File: config.mk
export PLATFORM = sky130hd
export DESIGN_NAME = irrigation_zone_scheduler
export DESIGN_NICKNAME = d
export VERILOG_FILES = /design/src/rtl/irrigation_pkg.sv /design/src/rtl/rr_arbiter.sv /design/src/rtl/irrigation_zone_scheduler.sv
export SDC_FILE = /design/constraint.sdc
export NUM_CORES = 1
export LEC_CHECK = 0
export CORE_ASPECT_RATIO = 1.1
export CORE_MARGIN = 3
export CORE_UTILIZATION = 51
export CTS_BUF_LIST = sky130_fd_sc_hd__clkbuf_4 sky130_fd_sc_hd__clkbuf_8
export DETAILED_ROUTE_END_ITERATION = 6
export GPL_TIMING_DRIVEN = 0
export HOLD_SLACK_MARGIN = 0.02
export PLACE_DENSITY_LB_ADDON = 0.12
export SYNTH_ARGS = -nofsm -noshare
export SYNTH_HDL_FRONTEND = slang
export SYNTH_SLANG_ARGS = --single-unit
File: constraint.sdc
create_clock -name clk_50mhz -period 5.8 [get_ports clk_50mhz]
set_clock_uncertainty 0.05 [all_clocks]
set_input_delay 1.16 -clock clk_50mhz [delete_from_list [all_inputs] [get_ports clk_50mhz]]
set_output_delay 1.16 -clock clk_50mhz [all_outputs]
set_load 0.01 [all_outputs]
File: src/rtl/irrigation_pkg.sv
// Shared encodings for the irrigation zone scheduler.
//  - state_t : scheduler states, numeric values visible on state_o
//  - mode_t  : irrigation mode latched at grant time
//  - SEC_W   : width of the seconds-remaining counter
//  - ZONE_W  : width of zone indices (covers up to 8 zones)
package irrigation_pkg;

    localparam int SEC_W  = 7;
    localparam int ZONE_W = 3;

    typedef enum logic [2:0] {
        ST_IDLE     = 3'd0,
        ST_FILL     = 3'd1,
        ST_IRRIGATE = 3'd2,
        ST_CLEAN    = 3'd3,
        ST_ALERT    = 3'd4
    } state_t;

    typedef enum logic {
        MODE_SPRINKLER = 1'b0,
        MODE_DRIP      = 1'b1
    } mode_t;

    // Converts a duration parameter in seconds to the counter width.
    function automatic logic [SEC_W-1:0] to_sec(input int unsigned s);
        return SEC_W'(s);
    endfunction

endpackage

File: src/rtl/rr_arbiter.sv
// Combinational round-robin arbiter.
// Picks the first asserted request at or after ptr, wrapping past N-1 to 0.
//  req         in  N       request vector
//  ptr         in  ZONE_W  highest-priority index this round (must be < N)
//  grant_valid out 1       some request is asserted
//  grant_idx   out ZONE_W  index of the granted request (0 when none)
module rr_arbiter
    import irrigation_pkg::*;
#(
    parameter int N = 4
) (
    input  logic [N-1:0]      req,
    input  logic [ZONE_W-1:0] ptr,
    output logic              grant_valid,
    output logic [ZONE_W-1:0] grant_idx
);

    // Rotating a doubled copy puts req[ptr] at bit 0, so the lowest set bit
    // of the low N bits is the winner, offset back by ptr.
    logic [2*N-1:0] req_rot;
    assign req_rot = {req, req} >> ptr;

    always_comb begin
        // NOTE: every combinational output gets a default before any branch, so no latch is inferred.
        grant_valid = 1'b0;
        grant_idx   = '0;
        // Descending scan: the smallest offset is assigned last and wins.
        for (int k = N - 1; k >= 0; k--) begin
            if (req_rot[k]) begin
                grant_valid = 1'b1;
                grant_idx   = ZONE_W'((int'(ptr) + k) % N);
            end
        end
    end

endmodule

File: src/rtl/irrigation_zone_scheduler.sv
// Multi-zone irrigation scheduler sharing one water line.
// Grants one dry zone at a time (round-robin) and runs FILL -> IRRIGATE -> CLEAN,
// parking in ALERT if pesticide is missing at the end of FILL.
//  clk_50mhz      in  clock, rising edge
//  init_pulse     in  synchronous active-high reset
//  tick_1hz_i     in  one-cycle seconds strobe
//  enable_i       in  allow new grants
//  zone_mask_i    in  per-zone request enable
//  soil_dry_i     in  per-zone soil-dry sensor (request)
//  air_dry_i      in  per-zone air-dry sensor  (drip mode with temp_hot_i)
//  temp_hot_i     in  per-zone high-temperature sensor
//  pesticide_ok_i in  pesticide present
//  state_o        out current state (IDLE=0 FILL=1 IRRIGATE=2 CLEAN=3 ALERT=4)
//  active_zone_o  out granted zone, valid while busy_o
//  mode_o         out 0 sprinkler / 1 drip, latched at grant
//  valve_o        out one-hot valve of the active zone during IRRIGATE
//  fill_o/clean_o out high in FILL / CLEAN
//  remaining_o    out seconds left in the timed state, 0 otherwise
//  alert_np_o     out high in ALERT
//  busy_o         out state_o != IDLE
//  done_o         out one-cycle pulse on CLEAN -> IDLE
module irrigation_zone_scheduler
    import irrigation_pkg::*;
#(
    parameter int N_ZONES     = 4,
    parameter int FILL_S      = 5,
    parameter int SPRINKLER_S = 20,
    parameter int DRIP_S      = 40,
    parameter int CLEAN_S     = 3
) (
    input  logic               clk_50mhz,
    input  logic               init_pulse,
    input  logic               tick_1hz_i,
    input  logic               enable_i,
    input  logic [N_ZONES-1:0] zone_mask_i,
    input  logic [N_ZONES-1:0] soil_dry_i,
    input  logic [N_ZONES-1:0] air_dry_i,
    input  logic [N_ZONES-1:0] temp_hot_i,
    input  logic               pesticide_ok_i,
    output logic [2:0]         state_o,
    output logic [ZONE_W-1:0]  active_zone_o,
    output logic               mode_o,
    output logic [N_ZONES-1:0] valve_o,
    output logic               fill_o,
    output logic               clean_o,
    output logic [SEC_W-1:0]   remaining_o,
    output logic               alert_np_o,
    output logic               busy_o,
    output logic               done_o
);

    state_t             state, nxt_state;
    logic [SEC_W-1:0]   rem, nxt_rem;
    logic [ZONE_W-1:0]  ptr, nxt_ptr;
    logic [ZONE_W-1:0]  zone, nxt_zone;
    mode_t              mode, nxt_mode;
    logic               nxt_done;

    logic [N_ZONES-1:0] req;
    logic [N_ZONES-1:0] drip_sh;
    logic               grant_valid;
    logic [ZONE_W-1:0]  grant_idx;
    logic               expire;
    logic [SEC_W-1:0]   irr_dur;

    assign req     = zone_mask_i & soil_dry_i;
    assign drip_sh = (air_dry_i & temp_hot_i) >> grant_idx;
    assign expire  = tick_1hz_i && (rem == SEC_W'(1));
    assign irr_dur = (mode == MODE_DRIP) ? to_sec(DRIP_S) : to_sec(SPRINKLER_S);

    rr_arbiter #(.N(N_ZONES)) u_arb (
        .req         (req),
        .ptr         (ptr),
        .grant_valid (grant_valid),
        .grant_idx   (grant_idx)
    );

    always_comb begin
        nxt_state = state;
        nxt_rem   = rem;
        nxt_ptr   = ptr;
        nxt_zone  = zone;
        nxt_mode  = mode;
        nxt_done  = 1'b0;
        case (state)
            ST_IDLE: begin
                // Sensors, mask and enable only matter here; later changes cannot
                // disturb a running zone.
                if (enable_i && grant_valid) begin
                    nxt_state = ST_FILL;
                    nxt_rem   = to_sec(FILL_S);
                    nxt_zone  = grant_idx;
                    nxt_mode  = mode_t'(drip_sh[0]);
                    nxt_ptr   = (grant_idx == ZONE_W'(N_ZONES - 1)) ? '0 : grant_idx + 1'b1;
                end
            end
            ST_FILL: begin
                if (expire) begin
                    if (pesticide_ok_i) begin
                        nxt_state = ST_IRRIGATE;
                        nxt_rem   = irr_dur;
                    end else begin
                        nxt_state = ST_ALERT;
                        nxt_rem   = '0;
                    end
                end else if (tick_1hz_i) begin
                    nxt_rem = rem - 1'b1;
                end
            end
            ST_IRRIGATE: begin
                if (expire) begin
                    nxt_state = ST_CLEAN;
                    nxt_rem   = to_sec(CLEAN_S);
                end else if (tick_1hz_i) begin
                    nxt_rem = rem - 1'b1;
                end
            end
            ST_CLEAN: begin
                if (expire) begin
                    nxt_state = ST_IDLE;
                    nxt_rem   = '0;
                    nxt_done  = 1'b1;
                end else if (tick_1hz_i) begin
                    nxt_rem = rem - 1'b1;
                end
            end
            ST_ALERT: begin
                // Timer frozen at 0; only pesticide arrival releases the zone.
                if (pesticide_ok_i) begin
                    nxt_state = ST_IRRIGATE;
                    nxt_rem   = irr_dur;
                end
            end
            default: begin
                nxt_state = ST_IDLE;
                nxt_rem   = '0;
            end
        endcase
    end

    // Decoded outputs are registered from the next-state values so they change
    // on the same edge as state_o.
    always_ff @(posedge clk_50mhz) begin
        // NOTE: reset is synchronous, so it is tested inside the clocked block with no edge in the sensitivity list.
        if (init_pulse) begin
            state      <= ST_IDLE;
            rem        <= '0;
            ptr        <= '0;
            zone       <= '0;
            mode       <= MODE_SPRINKLER;
            valve_o    <= '0;
            fill_o     <= 1'b0;
            clean_o    <= 1'b0;
            alert_np_o <= 1'b0;
            busy_o     <= 1'b0;
            done_o     <= 1'b0;
        end else begin
            // NOTE: state registers use non-blocking assignments so every register samples pre-edge values.
            state      <= nxt_state;
            rem        <= nxt_rem;
            ptr        <= nxt_ptr;
            zone       <= nxt_zone;
            mode       <= nxt_mode;
            valve_o    <= (nxt_state == ST_IRRIGATE) ? (N_ZONES'(1) << nxt_zone) : '0;
            fill_o     <= (nxt_state == ST_FILL);
            clean_o    <= (nxt_state == ST_CLEAN);
            alert_np_o <= (nxt_state == ST_ALERT);
            busy_o     <= (nxt_state != ST_IDLE);
            done_o     <= nxt_done;
        end
    end

    assign state_o       = state;
    assign remaining_o   = rem;
    assign active_zone_o = zone;
    assign mode_o        = mode;

endmodule

==> results of run 1 <==
[layout by cell type (no fill, tap or decap), types with 2 or more instances in the layout]
cell type        Yosys  layout
buf_2                2       2
and3b_1              3       3
inv_1                7       7
nor2_1              17      17
a211oi_1             3       3
dfxtp_1             25      25
nor4_1               5       5
o21ai_0             11      11
a21oi_1              9       9
nor3_1               9       9
nor3b_1              2       2
clkbuf_4             0       4
ha_1                 3       3
nand3_1              3       3
mux2i_1              6       6
nand2_1             17      17
clkbuf_1             4       4
or2_2                2       2
o21a_1               5       5
clkdlybuf4s50_1      0      42
a31oi_1              3       3
or3_1                4       4
[metrics by stage]
stage / setup slack [ns] / util (%)
2_1_floorplan: 3.36 / -
3_3_place_gp: 2.73 / 72.6
3_5_place_dp: 2.69 / 72.6
4_1_cts: 3.03 / 73.8
5_1_grt: 2.91 / 73.8
6_report: 3.04 / 73.8
[cell families after synthesis]
kind of cell	synth area share, %
simple gates	27.9
compound gates	22.6
flops	36.5
buf+inv	5.11
mux	4.38
fa+ha+maj	2.74
xor+xnor	0.639
[worst max-delay path: cells and delay by family]
family	cells	cell delay, ns
buf+inv	1	0.48
fa+ha+maj	1	0.32
simple gates	2	0.16
compound gates	2	0.67
mux	1	0.13
[sequential cells by signal, indices dropped and copies added (netlist names), 2 cells and up]
signal	cells
state_o	3
remaining_o	7
ptr	2
active_zone_o	3
valve_o	4
[worst paths after layout]
kind / cells past startpoint / to
max: 7 / ptr[1]
min: 2 / remaining_o[6]
max reg2reg: 6 / remaining_o[3]
min reg2reg: 2 / remaining_o[6]
[layer usage]
metal | vias to the layer above | GRT usage [%] | wire length (um)
met5 | - | 0 | 0
met4 | 0 | 5.21 | 29
met3 | 4 | 3.40 | 259
met2 | 66 | 37.0 | 1680
met1 | 666 | 28.2 | 1540
li1 | 702 | - | -
[cell type report]
class / count / area (sq um) / area share, %
Multi-Input combinational cell: 126 / 800 / 43.0
Sequential cell: 25 / 500 / 26.9
Timing Repair Buffer: 42 / 420 / 22.6
Buffer: 8 / 43.8 / 2.36
Tap cell: 31 / 38.8 / 2.09
Clock buffer: 4 / 30.0 / 1.62
Inverter: 7 / 26.3 / 1.41
[power groups by stage]
stage	Sequential, mW	Combinational [mW]	Clock (mW)
2_1_floorplan	0.195	0.0693	0
3_3_place_gp	0.193	0.115	0
3_5_place_dp	0.194	0.117	0
4_1_cts	0.190	0.119	0.0841
5_1_grt	0.191	0.130	0.0891
6_report	0.190	0.119	0.0832
==> run metrics, run 1 <==
pin count of the biggest net entering global routing 14; switch share 30.7%; clock sink count 25; Seq/Total Area, Yosys 36.5%; share of cells above drive strength 1 8.49%; ports placed on the boundary 44; number of post-CTS setup repair buffers 0; half-perimeter wire length after placement 2690 um; clock buffers created by TritonCTS 3; net count of the mapped netlist 190; class of the most critical hold timing path register to register; start-to-end type of the worst setup path input port to register; most numerous cell types in the synthesized netlist dfxtp_1 (25), nand2_1 (17), nor2_1 (17); total design power 392 uW; share of the synthesized area in the top cell type 36.5%; average wire per standard cell 14.4 um; Critical Path Slowest Stage Cell clkdlybuf4s50_1; finished layout cell area 1860 sq um; minimum hold slack 0.479 ns; initial drt markers 61; type of element launching the critical path input port; start point of the critical path soil_dry_i[1]; Syn Inst Count 166; number of synthesized register bits 25; setup repair after global routing missed its margin no; CTS tree built; area inside the core boundary 2520 sq um; setup slack on the worst flop-to-flop path 3.68 ns; Final setup viols 0; number of different library cells in the post-synthesis netlist 46; via count of the first global-routing pass 1306; Internal Pwr Total 272 uW; max-cap check violation count 0; Residual DRC 0; total power per unit cell area 211 nW/um^2; Syn Std Cell Area 1370 sq um; number of max-slew violations in the final report 0; Comb pwr share 30.4%; top fanout value on the critical path 5; biggest area consumer among synthesized cells dfxtp_1; aggregate routed wire length 3510 um; aggregate negative setup slack 0 ns; source of the worst hold timing path remaining_o[6]; leakage power of the design 0.718 nW; final worst-path cycle share 47.5%; first-pass iteration count of the detailed router 4; Cell Area, Placed 1830 sq um; status finished, final reports clean; Slowest Stage Delay on Critical Path 0.48 ns; library cell with the highest instance count after synthesis dfxtp_1; most frequently used flop master after synthesis dfxtp_1; effective utilization at floorplan 54.4%; Clock Pin Slew Worst Setup and Hold Paths 0.14 ns; Filler cells 206; last weighted congestion value of the routability-driven placer 0.903; post-CTS sizing 0; Post-Layout Cell Count 243; Cell Rows 19; Port-buffer cells 42; die area 3350 sq um; Arr. time, crit path 2.91 ns; grt total ovfl 0; type of element capturing the critical path register; clock insertion delay at the later pin of the skew report 0.32 ns; per-cell via count in the routed design 5.92; Worst Tran Pin Value 0.618 ns; via count 1438; die width 55.4 um; required time at the worst-slack endpoint 5.95 ns; Achievable Freq 0.363 GHz; NumNets Final 237; Peak VDD IR 150 uV; critical path, cell by cell clkdlybuf4s50_1 > nand2_1 > o2111a_1 > a211oi_2 > ha_1 > mux2i_1 > nor2_1; worst reg2reg startpoint remaining_o[2]; clock share of power 21.2%; hold-fix buffers at CTS 0; number of synthesis warnings 0; sequential share of power 48.4%; number of endpoints with negative hold slack in the final report 0; relative slew slack 58.4%; ys async rst share 0%; final worst path period need 2.76 ns; switching power 121 uW; global-route wire length before repair 5790 um; count of flip-flops with a built-in enable after synthesis 0; CTS root buffer clkbuf_4; area growth from synthesis to layout 35.7%; final antenna diode count 0; count of antenna-violating nets left after detailed routing 0; CTS H-tree lvls 1; cell total after placement 239; buffer depth of the longest clock path 2; GRT Overall Usage 21.3%; antenna violations before repair 0; average instance area after synthesis 8.25 sq um; most area-consuming cells after synthesis dfxtp_1 (37%), nand2_1 (4.7%), nor2_1 (4.7%), mux2i_1 (4.4%), o21ai_0 (4.0%); die height 60.4 um
Note: power is estimated with default switching activity, not from simulation.
==> run 2: changes to the inputs <==
- CORE_UTILIZATION: 51 -> 43
- clock period: 5.8 -> 2.5 ns (I/O delays scaled with it)
==> run metrics, run 2 (synthesis results as in run 1) <==
status finished, final reports clean; endpoint of the most critical register-to-register path remaining_o[4]; worst hold path stage count 2; aggregate routed wire length 3340 um; critical path, cell by cell buf_6 > or4_4 > o21ai_0 > nor3_1 > o21ai_0 > a21oi_1; buffer depth of the longest clock path 2; aggregate negative setup slack 0 ns; hold-fix buffers at CTS 0; Cell Rows 20; leakage power of the design 0.717 nW; number of post-CTS setup repair buffers 0; GRT Overall Usage 18.3%; total power per unit cell area 486 nW/um^2; final antenna diode count 0; Residual DRC 0; CTS H-tree lvls 1; clock sink count 25; Achievable Freq 0.476 GHz; per-cell via count in the routed design 5.84; number of endpoints with negative hold slack in the final report 0; Final setup viols 0; final worst path period need 2.10 ns; Worst Setup Slack post-DPL 0.0722 ns; grt total ovfl 0; number of max-slew violations in the final report 0; relative slew slack 60.5%; clock buffers created by TritonCTS 3; half-perimeter wire length after placement 2550 um; initial drt markers 73; Critical Path Slowest Stage Cell or4_4; setup slack on the worst flop-to-flop path 0.40 ns; CTS tree built; source of the worst hold timing path ptr[0]; effective utilization at floorplan 47.2%; Peak VDD IR 339 uV; total area of sequential cells 500 sq um; clock insertion delay at the later pin of the skew report 0.32 ns; cell depth of the worst flop-to-flop path 6; Slowest Stage Delay on Critical Path 0.57 ns; Port-buffer cells 42; number of flip-flops under the largest register name 7; antenna violations before repair 0; area inside the core boundary 2900 sq um; worst-case hold path end point ptr[0]; post-CTS sizing 0; start-to-end type of the worst setup path register to register; ports placed on the boundary 44; via count 1430; share of cells above drive strength 1 8.49%; required time at the worst-slack endpoint 2.66 ns; last weighted congestion value of the routability-driven placer 0.881; top fanout value on the critical path 8; area growth from synthesis to layout 35.7%; most frequent CP cell o21ai_0; type of element launching the critical path register; Filler cells 248; first-pass iteration count of the detailed router 4; NumNets Final 237; Worst Tran Pin Value 0.588 ns; most common cell after layout, fill and taps aside clkdlybuf4s50_1; CTS root buffer clkbuf_4; die height 65.2 um; footprint of the multi-input gates 800 sq um; count of antenna-violating nets left after detailed routing 0; Arr. time, crit path 2.26 ns; final worst-path cycle share 84.0%; Clock Pin Slew Worst Setup and Hold Paths 0.14 ns; max-cap check violation count 0; die area 3900 sq um; setup repair after global routing missed its margin no; die width 59.8 um; Worst Slack Setup Final 0.399 ns; highest-count cells in the layout ignoring fill and taps clkdlybuf4s50_1 (42), dfxtp_1 (25), nand2_1 (17), nor2_1 (17), o21ai_0 (11); class of the most critical hold timing path register to register; via count of the first global-routing pass 1320; global-route wire length before repair 5750 um; worst reg2reg startpoint remaining_o[2]; pin count of the biggest net entering global routing 15; average wire per standard cell 13.6 um; type of element capturing the critical path register
-- run 2: critical path: cells and delay by family, from the launching register on --
kind            cells  cell delay, ns
compound gates      3            0.80
simple gates        2            0.65
flops               1            0.35
buf+inv             1            0.13
-- run 2: how the worst max path moves through the flow --
stage               slack, ns           start  cells past startpoint              to
finish                   0.40  remaining_o[2]                      6  remaining_o[4]
global route             0.23  remaining_o[2]                      6  remaining_o[4]
CTS                      0.43   soil_dry_i[1]                      7          ptr[1]
detailed placement       0.07   soil_dry_i[1]                      7          ptr[1]
global placement         0.09  zone_mask_i[1]                      7          ptr[1]
floorplan                0.62  remaining_o[2]                      6  remaining_o[3]
-- run 2: power breakdown --
group,total (mW),internal (mW),switching (mW),leakage [nW]
clock network,0.189,0.0601,0.129,0.0177
registers,0.439,0.420,0.0196,0.203
logic,0.274,0.137,0.137,0.496
-- run 2: area by class of cell --
class                      count  area share, %
tap                           33           2.22
inverter                       7           1.41
sequential                    25           26.9
timing repair buffer          42           22.6
multi-input combinational    126           43.0
buffer                         8           2.36
clock inverter                 1          0.269
clock buffer                   3           1.21
-- run 2: metrics by stage --
stage	utilization (%)	cells	hold slack (ns)	power (mW)	area, sq um
2_1_floorplan	-	166	0.418	0.614	1370
3_3_place_gp	63.1	241	0.431	0.713	1830
3_5_place_dp	63.1	241	0.443	0.720	1830
4_1_cts	64.1	245	0.462	0.907	1860
5_1_grt	64.1	245	0.506	0.956	1860
6_report	64.1	245	0.464	0.903	1860
-- run 2: per-layer routing --
layer  routed length, um  vias to the layer above  track usage (%)  share of wire (%)
met5                   0                        -                0                  0
met1                1560                      669             24.1                 47
met4                  40                        0             6.65                1.2
li1                    -                      700                -                  -
met3                 215                        6             2.36                6.4
met2                1530                       55             29.9                 46
==> run 3: changes to the inputs <==
- clock period: 2.5 -> 1.7 ns (I/O delays scaled with it)
==> run metrics, run 3 (synthesis results as in run 1) <==
status complete, but fails checks; violated checks negative setup slack; clock share of power 19.9%; per-cell via count in the routed design 5.74; die height 65.2 um; clock sink count 25; highest-count cells in the layout ignoring fill and taps clkdlybuf4s50_1 (29), buf_4 (20), nor2_1 (16); Worst Tran Pin Value 0.509 ns; average wire per standard cell 15.1 um; pin count of the biggest net entering global routing 16; NumNets Final 257; Internal Pwr Total 985 uW; required time at the worst-slack endpoint 1.90 ns; Comb pwr share 35.9%; Port-buffer cells 42; count of antenna-violating nets left after detailed routing 0; number of max-slew violations in the final report 0; effective utilization at floorplan 47.2%; number of flip-flops under the largest register name 7; total design power 1.47 mW; max-cap check violation count 0; Arr. time, crit path 2.04 ns; die area 3900 sq um; final worst path period need 1.83 ns; switch share 32.8%; aggregate routed wire length 3990 um; first-pass iteration count of the detailed router 4; switching power 480 uW; CTS root buffer clkbuf_4; via count 1522; via count of the first global-routing pass 1510; setup repair after global routing missed its margin yes; CTS tree built; share of cells above drive strength 1 29.7%; number of endpoints with negative hold slack in the final report 0; initial drt markers 76; Achievable Freq 0.546 GHz; clock buffers created by TritonCTS 3; half-perimeter wire length after placement 2770 um; start-to-end type of the worst setup path register to register; grt total ovfl 0; final worst-path cycle share 108%; ports placed on the boundary 44; CTS H-tree lvls 1; aggregate negative setup slack -0.675 ns; most common cell after layout, fill and taps aside clkdlybuf4s50_1; sequential share of power 44.2%; type of element launching the critical path register; area inside the core boundary 2900 sq um; global-route wire length before repair 6560 um; antenna violations before repair 0; class of the most critical hold timing path register to register; Worst Slack Setup Final -0.133 ns; leakage power of the design 0.894 nW; Residual DRC 0; Filler cells 217; buffer depth of the longest clock path 2; Clock Pin Slew Worst Setup and Hold Paths 0.15 ns; top fanout value on the critical path 4; Peak VDD IR 538 uV; last weighted congestion value of the routability-driven placer 0.885; hold-fix buffers at CTS 0; final core area utilization 73.7%; Worst Setup Slack post-DPL -0.590 ns; total power per unit cell area 685 nW/um^2; die width 59.8 um; area growth from synthesis to layout 56.2%; final antenna diode count 0; relative slew slack 66.1%; type of element capturing the critical path register; Final setup viols 12; clock insertion delay at the later pin of the skew report 0.34 ns; Cell Rows 20; GRT Overall Usage 21.4%
## run 3: cell types whose count changed in the layout (fill, tap and decap cells not counted), sizes merged
cell,change
clkinvlp,+1
clkinv,-1
dlygate4sd2,+11
buf,+21
clkbuf,-1
clkdlybuf4s50,-13
dlymetal6s2s,+2
## run 3: final cells by class
cell class	count	area, sq um	area share (%)
Inverter	7	26.3	1.23
Clock inverter	1	7.51	0.351
Buffer	8	66.3	3.10
Multi-Input combinational cell	126	886	41.4
Timing Repair Buffer	62	562	26.3
Clock buffer	3	22.5	1.05
Tap cell	33	41.3	1.93
Sequential cell	25	528	24.7
## run 3: routing by layer
metal	GRT usage (%)	up-vias	wire length, um
met5	0	-	0
met1	23.3	721	1560
met3	3.54	8	207
met2	40.8	57	2170
met4	5.82	0	48
li1	-	736	-
## run 3: power groups by stage
stage                     combinational, mW  sequential, mW  clock, mW
after floorplan                       0.257           0.669          0
after global placement                0.414           0.659          0
after detailed placement              0.423           0.662          0
after CTS                             0.481           0.648      0.285
after global routing                  0.572           0.652      0.317
final                                 0.525           0.648      0.292
## run 3: critical path, cell delays in order (launching register included)
cell	delay, ns
dfxtp_4	0.37
or4_4	0.56
o21a_1	0.23
a21oi_2	0.17
o21ai_2	0.11
nor4_1	0.26
## run 3: stage by stage
step,hold WS [ns],cells,instance area [sq um]
after CTS,0.453,259,2060
after detailed placement,0.442,241,1880
after floorplan,0.369,166,1420
after global placement,0.436,241,1880
after global routing,0.443,265,2140
final,0.441,265,2140
## run 3: final timing paths
kind	start	end	slack (ns)	depth (start not counted)
setup / recovery	remaining_o[5]	valve_o[3]	-0.13	5
hold reg to reg	active_zone_o[1]	valve_o[1]	0.44	1
hold / removal	active_zone_o[1]	valve_o[1]	0.44	1
setup reg to reg	remaining_o[5]	valve_o[3]	-0.13	5
## run 3: repair_timing
item                       CTS  global route
setup endpoints to repair   22            29
pin swaps                   14            14
gates resized for setup     35            16
cloned                       0             0
setup buffers               14             6
